<file path="src/rtl/deg_to_steps_multi.sv">
// -----------------------------------------------------------------------------
// deg_to_steps_multi
//
// Converts a vector of signed joint-angle deltas (fixed-point degrees) into
// per-channel stepper step magnitudes and direction bits. A single shared
// multiplier handles the channels one per cycle. Each channel keeps a
// fractional-step residual so that repeated small moves do not drift.
//
// Arithmetic per channel (all in units of 2^-(2*FRAC_W) steps):
//   prod  = dth * K                       (signed, 2*FRAC_W fractional bits)
//   total = (prod << ustep) + residual    (residual treated as 0 when clr)
//   s     = floor((total + 0.5) / 1)      round to nearest, ties toward +inf
//   res   = total - s                     always in [-0.5, 0.5)
//   dir   = s < 0,  steps = |s|, clipped to 2^STEP_W-1 (sat), res = 0 on clip
//
// Ports:
//   clk        clock
//   reset      asynchronous, active-high reset
//   in_valid   command valid
//   in_ready   command accepted when high (IDLE only)
//   in_dth     NUM_CH signed angle deltas, channel i at [i*ANGLE_W +: ANGLE_W]
//   in_ustep   microstep multiplier: 0=x1, 1=x2, 2=x4, 3=x8
//   in_clr     treat residuals as zero for this command
//   out_valid  result valid, held until out_ready
//   out_ready  consumer accepts result
//   out_steps  step magnitude per channel, channel i at [i*STEP_W +: STEP_W]
//   out_dir    per-channel direction, 1 = negative rotation
//   out_sat    per-channel flag, magnitude clipped to 2^STEP_W-1
// -----------------------------------------------------------------------------
`timescale 1ns/1ps

module deg_to_steps_multi #(
  parameter int NUM_CH          = 2,
  parameter int ANGLE_W         = 32,
  parameter int FRAC_W          = 16,
  parameter int STEP_W          = 32,
  parameter int K_STEPS_PER_DEG = 36409
) (
  input  logic                       clk,
  input  logic                       reset,
  input  logic                       in_valid,
  output logic                       in_ready,
  input  logic [NUM_CH*ANGLE_W-1:0]  in_dth,
  input  logic [1:0]                 in_ustep,
  input  logic                       in_clr,
  output logic                       out_valid,
  input  logic                       out_ready,
  output logic [NUM_CH*STEP_W-1:0]   out_steps,
  output logic [NUM_CH-1:0]          out_dir,
  output logic [NUM_CH-1:0]          out_sat
);

  // K is an unsigned Q16.16 constant held in a 32-bit field.
  localparam int K_W    = 32;
  // Signed product of a signed angle and a zero-extended K.
  localparam int PROD_W = ANGLE_W + K_W + 1;
  // Headroom for the x8 microstep shift plus the residual add and rounding.
  localparam int TOT_W  = PROD_W + 4;
  // Residual: signed, 2*FRAC_W fractional bits, magnitude below one half.
  localparam int RES_W  = 2 * FRAC_W + 1;
  // Integer part of the rounded total.
  localparam int S_W    = TOT_W - 2 * FRAC_W;
  localparam int CMP_W  = (S_W > STEP_W) ? S_W : STEP_W + 1;
  localparam int IDX_W  = (NUM_CH > 1) ? $clog2(NUM_CH) : 1;

  localparam logic [IDX_W-1:0]  LAST_CH  = IDX_W'(NUM_CH - 1);
  localparam logic [K_W-1:0]    K_VEC    = K_W'(K_STEPS_PER_DEG);
  localparam logic [TOT_W-1:0]  HALF_TOT = {{(TOT_W - 2 * FRAC_W){1'b0}}, 1'b1,
                                            {(2 * FRAC_W - 1){1'b0}}};
  localparam logic [RES_W-1:0]  HALF_RES = {1'b0, 1'b1, {(2 * FRAC_W - 1){1'b0}}};
  localparam logic [STEP_W-1:0] STEP_MAX = {STEP_W{1'b1}};

  typedef enum logic [1:0] {
    S_IDLE,
    S_CALC,
    S_DONE
  } state_t;

  state_t state_q, state_d;

  // Latched command and serial channel index.
  logic [NUM_CH*ANGLE_W-1:0] dth_q;
  logic [1:0]                ustep_q;
  logic                      clr_q;
  logic [IDX_W-1:0]          ch_q;

  // Per-channel state and results.
  logic [RES_W-1:0]  res_q   [NUM_CH];
  logic [STEP_W-1:0] steps_q [NUM_CH];
  logic [NUM_CH-1:0] dir_q;
  logic [NUM_CH-1:0] sat_q;

  // ---------------------------------------------------------------------------
  // Control FSM
  // ---------------------------------------------------------------------------
  always_ff @(posedge clk or posedge reset) begin
    if (reset) begin
      state_q <= S_IDLE;
    end else begin
      // NOTE: registers are updated with non-blocking assignments so every
      // always_ff samples the pre-edge value of every other register.
      state_q <= state_d;
    end
  end

  always_comb begin
    // NOTE: every output of this block is given a default first, so no path
    // leaves a signal unassigned and no latch is inferred.
    state_d   = state_q;
    in_ready  = 1'b0;
    out_valid = 1'b0;
    unique case (state_q)
      S_IDLE: begin
        in_ready = 1'b1;
        if (in_valid) state_d = S_CALC;
      end
      S_CALC: begin
        if (ch_q == LAST_CH) state_d = S_DONE;
      end
      S_DONE: begin
        out_valid = 1'b1;
        if (out_ready) state_d = S_IDLE;
      end
      default: state_d = S_IDLE;
    endcase
  end

  // ---------------------------------------------------------------------------
  // Shared datapath for the channel selected by ch_q
  // ---------------------------------------------------------------------------
  logic [ANGLE_W-1:0]       dth_sel;
  logic signed [PROD_W-1:0] dth_ext;
  logic signed [PROD_W-1:0] k_ext;
  logic signed [PROD_W-1:0] prod;
  logic [TOT_W-1:0]         shifted;
  logic [RES_W-1:0]         res_sel;
  logic [TOT_W-1:0]         total;
  logic [TOT_W-1:0]         rounded;
  logic [S_W-1:0]           s_int;
  logic                     s_neg;
  logic [S_W-1:0]           mag;
  logic                     mag_sat;
  logic [RES_W-1:0]         res_new;

  always_comb begin
    dth_sel = dth_q[int'(ch_q)*ANGLE_W +: ANGLE_W];
    dth_ext = {{(PROD_W - ANGLE_W){dth_sel[ANGLE_W-1]}}, dth_sel};
    k_ext   = {{(PROD_W - K_W){1'b0}}, K_VEC};
    prod    = dth_ext * k_ext;

    // Sign-extend before shifting so the microstep gain keeps the sign.
    shifted = {{(TOT_W - PROD_W){prod[PROD_W-1]}}, prod} << ustep_q;
    res_sel = clr_q ? '0 : res_q[ch_q];
    total   = shifted + {{(TOT_W - RES_W){res_sel[RES_W-1]}}, res_sel};

    // Adding one half and truncating the fraction gives round-to-nearest with
    // ties toward +inf; the dropped fraction minus one half is the residual.
    rounded = total + HALF_TOT;
    s_int   = rounded[TOT_W-1 -: S_W];
    res_new = {1'b0, rounded[2*FRAC_W-1:0]} - HALF_RES;

    s_neg   = s_int[S_W-1];
    mag     = s_neg ? (~s_int + S_W'(1)) : s_int;
    mag_sat = CMP_W'(mag) > CMP_W'(STEP_MAX);
  end

  // ---------------------------------------------------------------------------
  // Command latch, channel sequencing, residual and result registers
  // ---------------------------------------------------------------------------
  always_ff @(posedge clk or posedge reset) begin
    if (reset) begin
      dth_q   <= '0;
      ustep_q <= '0;
      clr_q   <= 1'b0;
      ch_q    <= '0;
      dir_q   <= '0;
      sat_q   <= '0;
      // NOTE: the residual array is reset explicitly because the conversion
      // result depends on it; result registers are reset so outputs read 0.
      for (int i = 0; i < NUM_CH; i++) begin
        res_q[i]   <= '0;
        steps_q[i] <= '0;
      end
    end else begin
      if (state_q == S_IDLE && in_valid) begin
        dth_q   <= in_dth;
        ustep_q <= in_ustep;
        clr_q   <= in_clr;
        ch_q    <= '0;
      end
      if (state_q == S_CALC) begin
        steps_q[ch_q] <= mag_sat ? STEP_MAX : STEP_W'(mag);
        dir_q[ch_q]   <= s_neg;
        sat_q[ch_q]   <= mag_sat;
        // A clipped move loses its fraction; start the next move clean.
        res_q[ch_q]   <= mag_sat ? '0 : res_new;
        ch_q          <= ch_q + IDX_W'(1);
      end
    end
  end

  for (genvar g = 0; g < NUM_CH; g++) begin : g_pack
    assign out_steps[g*STEP_W +: STEP_W] = steps_q[g];
  end

  assign out_dir = dir_q;
  assign out_sat = sat_q;

endmodule
</file>
<file path="config.mk">
export PLATFORM = sky130hd
export DESIGN_NAME = deg_to_steps_multi
export DESIGN_NICKNAME = d
export VERILOG_FILES = /design/src/rtl/deg_to_steps_multi.sv
export SDC_FILE = /design/constraint.sdc
export NUM_CORES = 1
export LEC_CHECK = 0
export ABC_AREA = 1
export CORE_AREA = 2 2 212 214
export DETAILED_ROUTE_END_ITERATION = 7
export DIE_AREA = 0 0 214 216
export PLACE_DENSITY = 0.78
export RECOVER_POWER = 100
export REMOVE_ABC_BUFFERS = 1
export SETUP_SLACK_MARGIN = 0.2
export SLEW_MARGIN = 40
export SYNTH_ARGS = -nofsm -noshare
export SYNTH_HDL_FRONTEND = slang
export SYNTH_SLANG_ARGS = --single-unit
</file>
<file path="constraint.sdc">
create_clock -name clk -period 10.27 [get_ports clk]
set_input_delay 2.054 -clock clk [delete_from_list [all_inputs] [get_ports clk]]
set_output_delay 2.054 -clock clk [all_outputs]
set_load 0.02 [all_outputs]
</file>
==> results.md <==
- Worst slew margin: -141%
- Type of origin of the critical path: flip-flop
- Drt initial violations: 1898
- Simple-gate share of the synthesized area: 24.9%
- Core Footprint: 43800 sq um
- Synth Instances: 3506
- Violated checks: max-capacitance violations, max-slew violations
- Placed instance area: 27500 sq um
- Synth unique cells: 57
- Hold Path Cell Cnt: 2
- Ys async rst share: 100%
- Clk_skew: 0.0309 ns
- Port-buffer cells: 140
- Starting density of the core: 58.3%
- Vias per std cell: 5.38
- Die Span X: 214 microns
- R2R depth: 45
- Final worst-path cycle share: 92.6%
- Setup CP Type: reg2reg
- Cell mode on critical path: nand2_1
- RSZ-0062 raised after global routing: no
- Final Instance Area: 28300 sq um
- Slowest cell on the critical path: fa_1
- Mux contribution to synthesized area: 2.96%
- MaxCap Viol Count: 4
- Gr usage total: 30.4%
- Post-synthesis compound-gate area fraction: 8.02%
- Clk_lat worst skew: 0.58 ns
- Crit-path max FO: 28
- I/O pin count: 141
- Seq/Total Area, Yosys: 19.8%
- Nets: 4194
- Synth cell count leaders: nand2_1 (1030), inv_1 (633), ha_1 (332)
- Initial antenna violation count: 1
- Level count of the clock H-tree: 1
- Share of layout cells above drive strength 1: 5.76%
- Final Hold Violating Endpoints: 0
- YS warnings: 0
- Routed Antenna Nets: 0
- Largest family of logic cells by synthesized area: adder cells
- Layout area overhead: 10.8%
- CTS tree: done
- Synth area leader: dfrtp_1
- Fin. max-slew vios: 267
- Vias: 22685
- Root buffer cell: clkbuf_16
- GPL Wtd Cong: 1.04
- Die height: 216 microns
- Clock transition at the registers of the reported paths: 0.07 ns
- Yosys top cell area share: 19.8%
- FMAX: 105 MHz
- Detail Placement HPWL: 55300 microns
- Post-synth EDFFs: 0
- Deepest clock path buffer count: 3
- Outcome: finished, violations left
- Worst EP required: 10.74 ns
- Top post-synthesis cells by area: dfrtp_1 (20%), ha_1 (16%), nand2_1 (15%), fa_1 (14%), inv_1 (9.3%)
- Actual slew at the worst max-slew pin: 3.59 ns
- #FFs+latches synth: 202
- CP endpoint kind: flip-flop
- Sink Count: 202
- CTS buffer count: 24
- Worst stage delay on the critical path: 0.54 ns
- Residual DRC: 0
- Synth Area in XOR/XNOR: 2.91%
- Vias in the first global route: 22485
- DIE AREA: 46200 sq um
- First-pass GRT wire length: 114000 microns
- Row cnt: 77
- Avg WL per Cell: 16.2 microns
- Worst EP arrival: 9.98 ns
- Initial DRT Pass Iterations: 6
- Synthesized area: 25500 sq um
- # setup viols final: 0
- Syn_area_per_cell: 7.28 sq um
- Primary FF master, synth: dfrtp_1
- Most frequent cell after synthesis: nand2_1
- Worst hold path class: reg2reg
- Post-Route WL: 68300 microns
- Fin crit period: 9.51 ns
- Largest net degree at the start of global routing: 82
- Adder-Cell Fraction of Synth Area: 30.5%
- Remaining global-route overflow: 0
-- registers in the layout (all words and copies together) (netlist names) --
| signal | count |
|---|---|
| ch_q | 1 |
| clr_q | 1 |
| dth_q | 64 |
| out_dir | 2 |
| out_sat | 2 |
| out_steps | 64 |
| res_q | 64 |
| state_q | 2 |
| ustep_q | 2 |
-- per-stage QoR --
step / setup WS [ns] / instances / hold WS [ns] / utilization [%] / TNS [ns]
global placement: 0.415 / 4174 / 0.463 / 62.7 / 0
CTS: 0.300 / 4216 / 0.482 / 64.5 / 0
global route: 0.117 / 4218 / 0.501 / 64.5 / 0
floorplan: -0.320 / 3425 / 0.450 / - / -29.84
finish: 0.756 / 4219 / 0.476 / 64.5 / 0
detailed placement: 0.326 / 4174 / 0.465 / 62.7 / 0
-- worst paths after layout --
kind / from / endpoint / slack (ns)
min in group asynchronous: reset / dth_q[29]$_DFFE_PP0P_ / 3.00
min: out_sat[1]$_DFFE_PP0P_ / out_sat[1]$_DFFE_PP0P_ / 0.48
min reg2reg: out_sat[1]$_DFFE_PP0P_ / out_sat[1]$_DFFE_PP0P_ / 0.48
max in group asynchronous: reset / ch_q$_DFFE_PP0P_ / 2.38
max reg2reg: ch_q$_DFFE_PP0P_ / out_steps[19]$_DFFE_PP0P_ / 0.76
max: ch_q$_DFFE_PP0P_ / out_steps[19]$_DFFE_PP0P_ / 0.76
-- area by class of cell --
cell class,count,area (sq um)
Timing Repair Buffer,159,1550
Inverter,649,2450
Clock buffer,27,632
Fill cell,3947,15500
Multi-Input combinational cell,2574,17700
Antenna cell,1,2.50
Tap cell,592,741
Sequential cell,202,5060
Clock inverter,15,131
-- worst max-delay path: cells and delay by family, from the launching register on --
family / cells / cell delay (ns)
compound gates: 7 / 1.46
fa+ha+maj: 9 / 3.73
buf+inv: 8 / 0.71
flops: 1 / 0.47
simple gates: 21 / 3.04
-- what timing repair did --
action | 4_1_cts | 5_1_grt
hold buffers | 0 | 0
resized for setup | 0 | 23
setup buffers | 0 | 1
endpoints found under the setup margin | 0 | 130
-- cell families after synthesis --
| group | after synthesis |
|---|---|
| mux | 68 |
| buf+inv | 730 |
| simple gates | 1534 |
| compound gates | 374 |
| fa+ha+maj | 515 |
| flops | 202 |
| xor+xnor | 83 |
-- layout by cell type, fill, tap and decap left out, types with 4 or more instances in the layout --
cell type | Yosys | final
nand2_1 | 1030 | 1032
inv_1 | 633 | 627
ha_1 | 332 | 332
dfrtp_1 | 202 | 201
nor2_1 | 198 | 197
fa_1 | 181 | 181
nand3_1 | 180 | 180
o21ai_0 | 104 | 157
a21oi_1 | 139 | 135
dlygate4sd3_1 | 0 | 72
clkdlybuf4s50_1 | 0 | 68
mux2_2 | 61 | 60
xor2_1 | 54 | 54
nand4_1 | 38 | 38
xnor2_1 | 27 | 27
clkbuf_16 | 0 | 24
inv_2 | 13 | 17
nand2_2 | 16 | 15
buf_4 | 2 | 15
or2_2 | 14 | 14
nand3b_1 | 14 | 14
a31oi_1 | 13 | 13
a21o_1 | 12 | 12
nor2_2 | 10 | 11
o21bai_1 | 11 | 11
nor3_1 | 11 | 10
o21ai_1 | 63 | 9
clkinv_2 | 0 | 9
mux2i_1 | 7 | 7
a21oi_2 | 1 | 5
nand3_2 | 5 | 4
and2_1 | 4 | 4
nor3_2 | 3 | 4
a21boi_0 | 3 | 4
o21a_1 | 4 | 4
a211oi_1 | 4 | 4
clkbuf_1 | 63 | 4
-- metal layers --
metal  vias up  global-route usage, %  wire length, microns
met3        80                   4.98                  5600
met5         -                      0                     0
met4         0                   6.34                  1270
met2       774                   49.2                 30600
met1     10620                   43.2                 30800
li1      11211                      -                     -
Power is not shown: default switching activity piles up to over one toggle a cycle in this logic, so the estimate is an artifact.
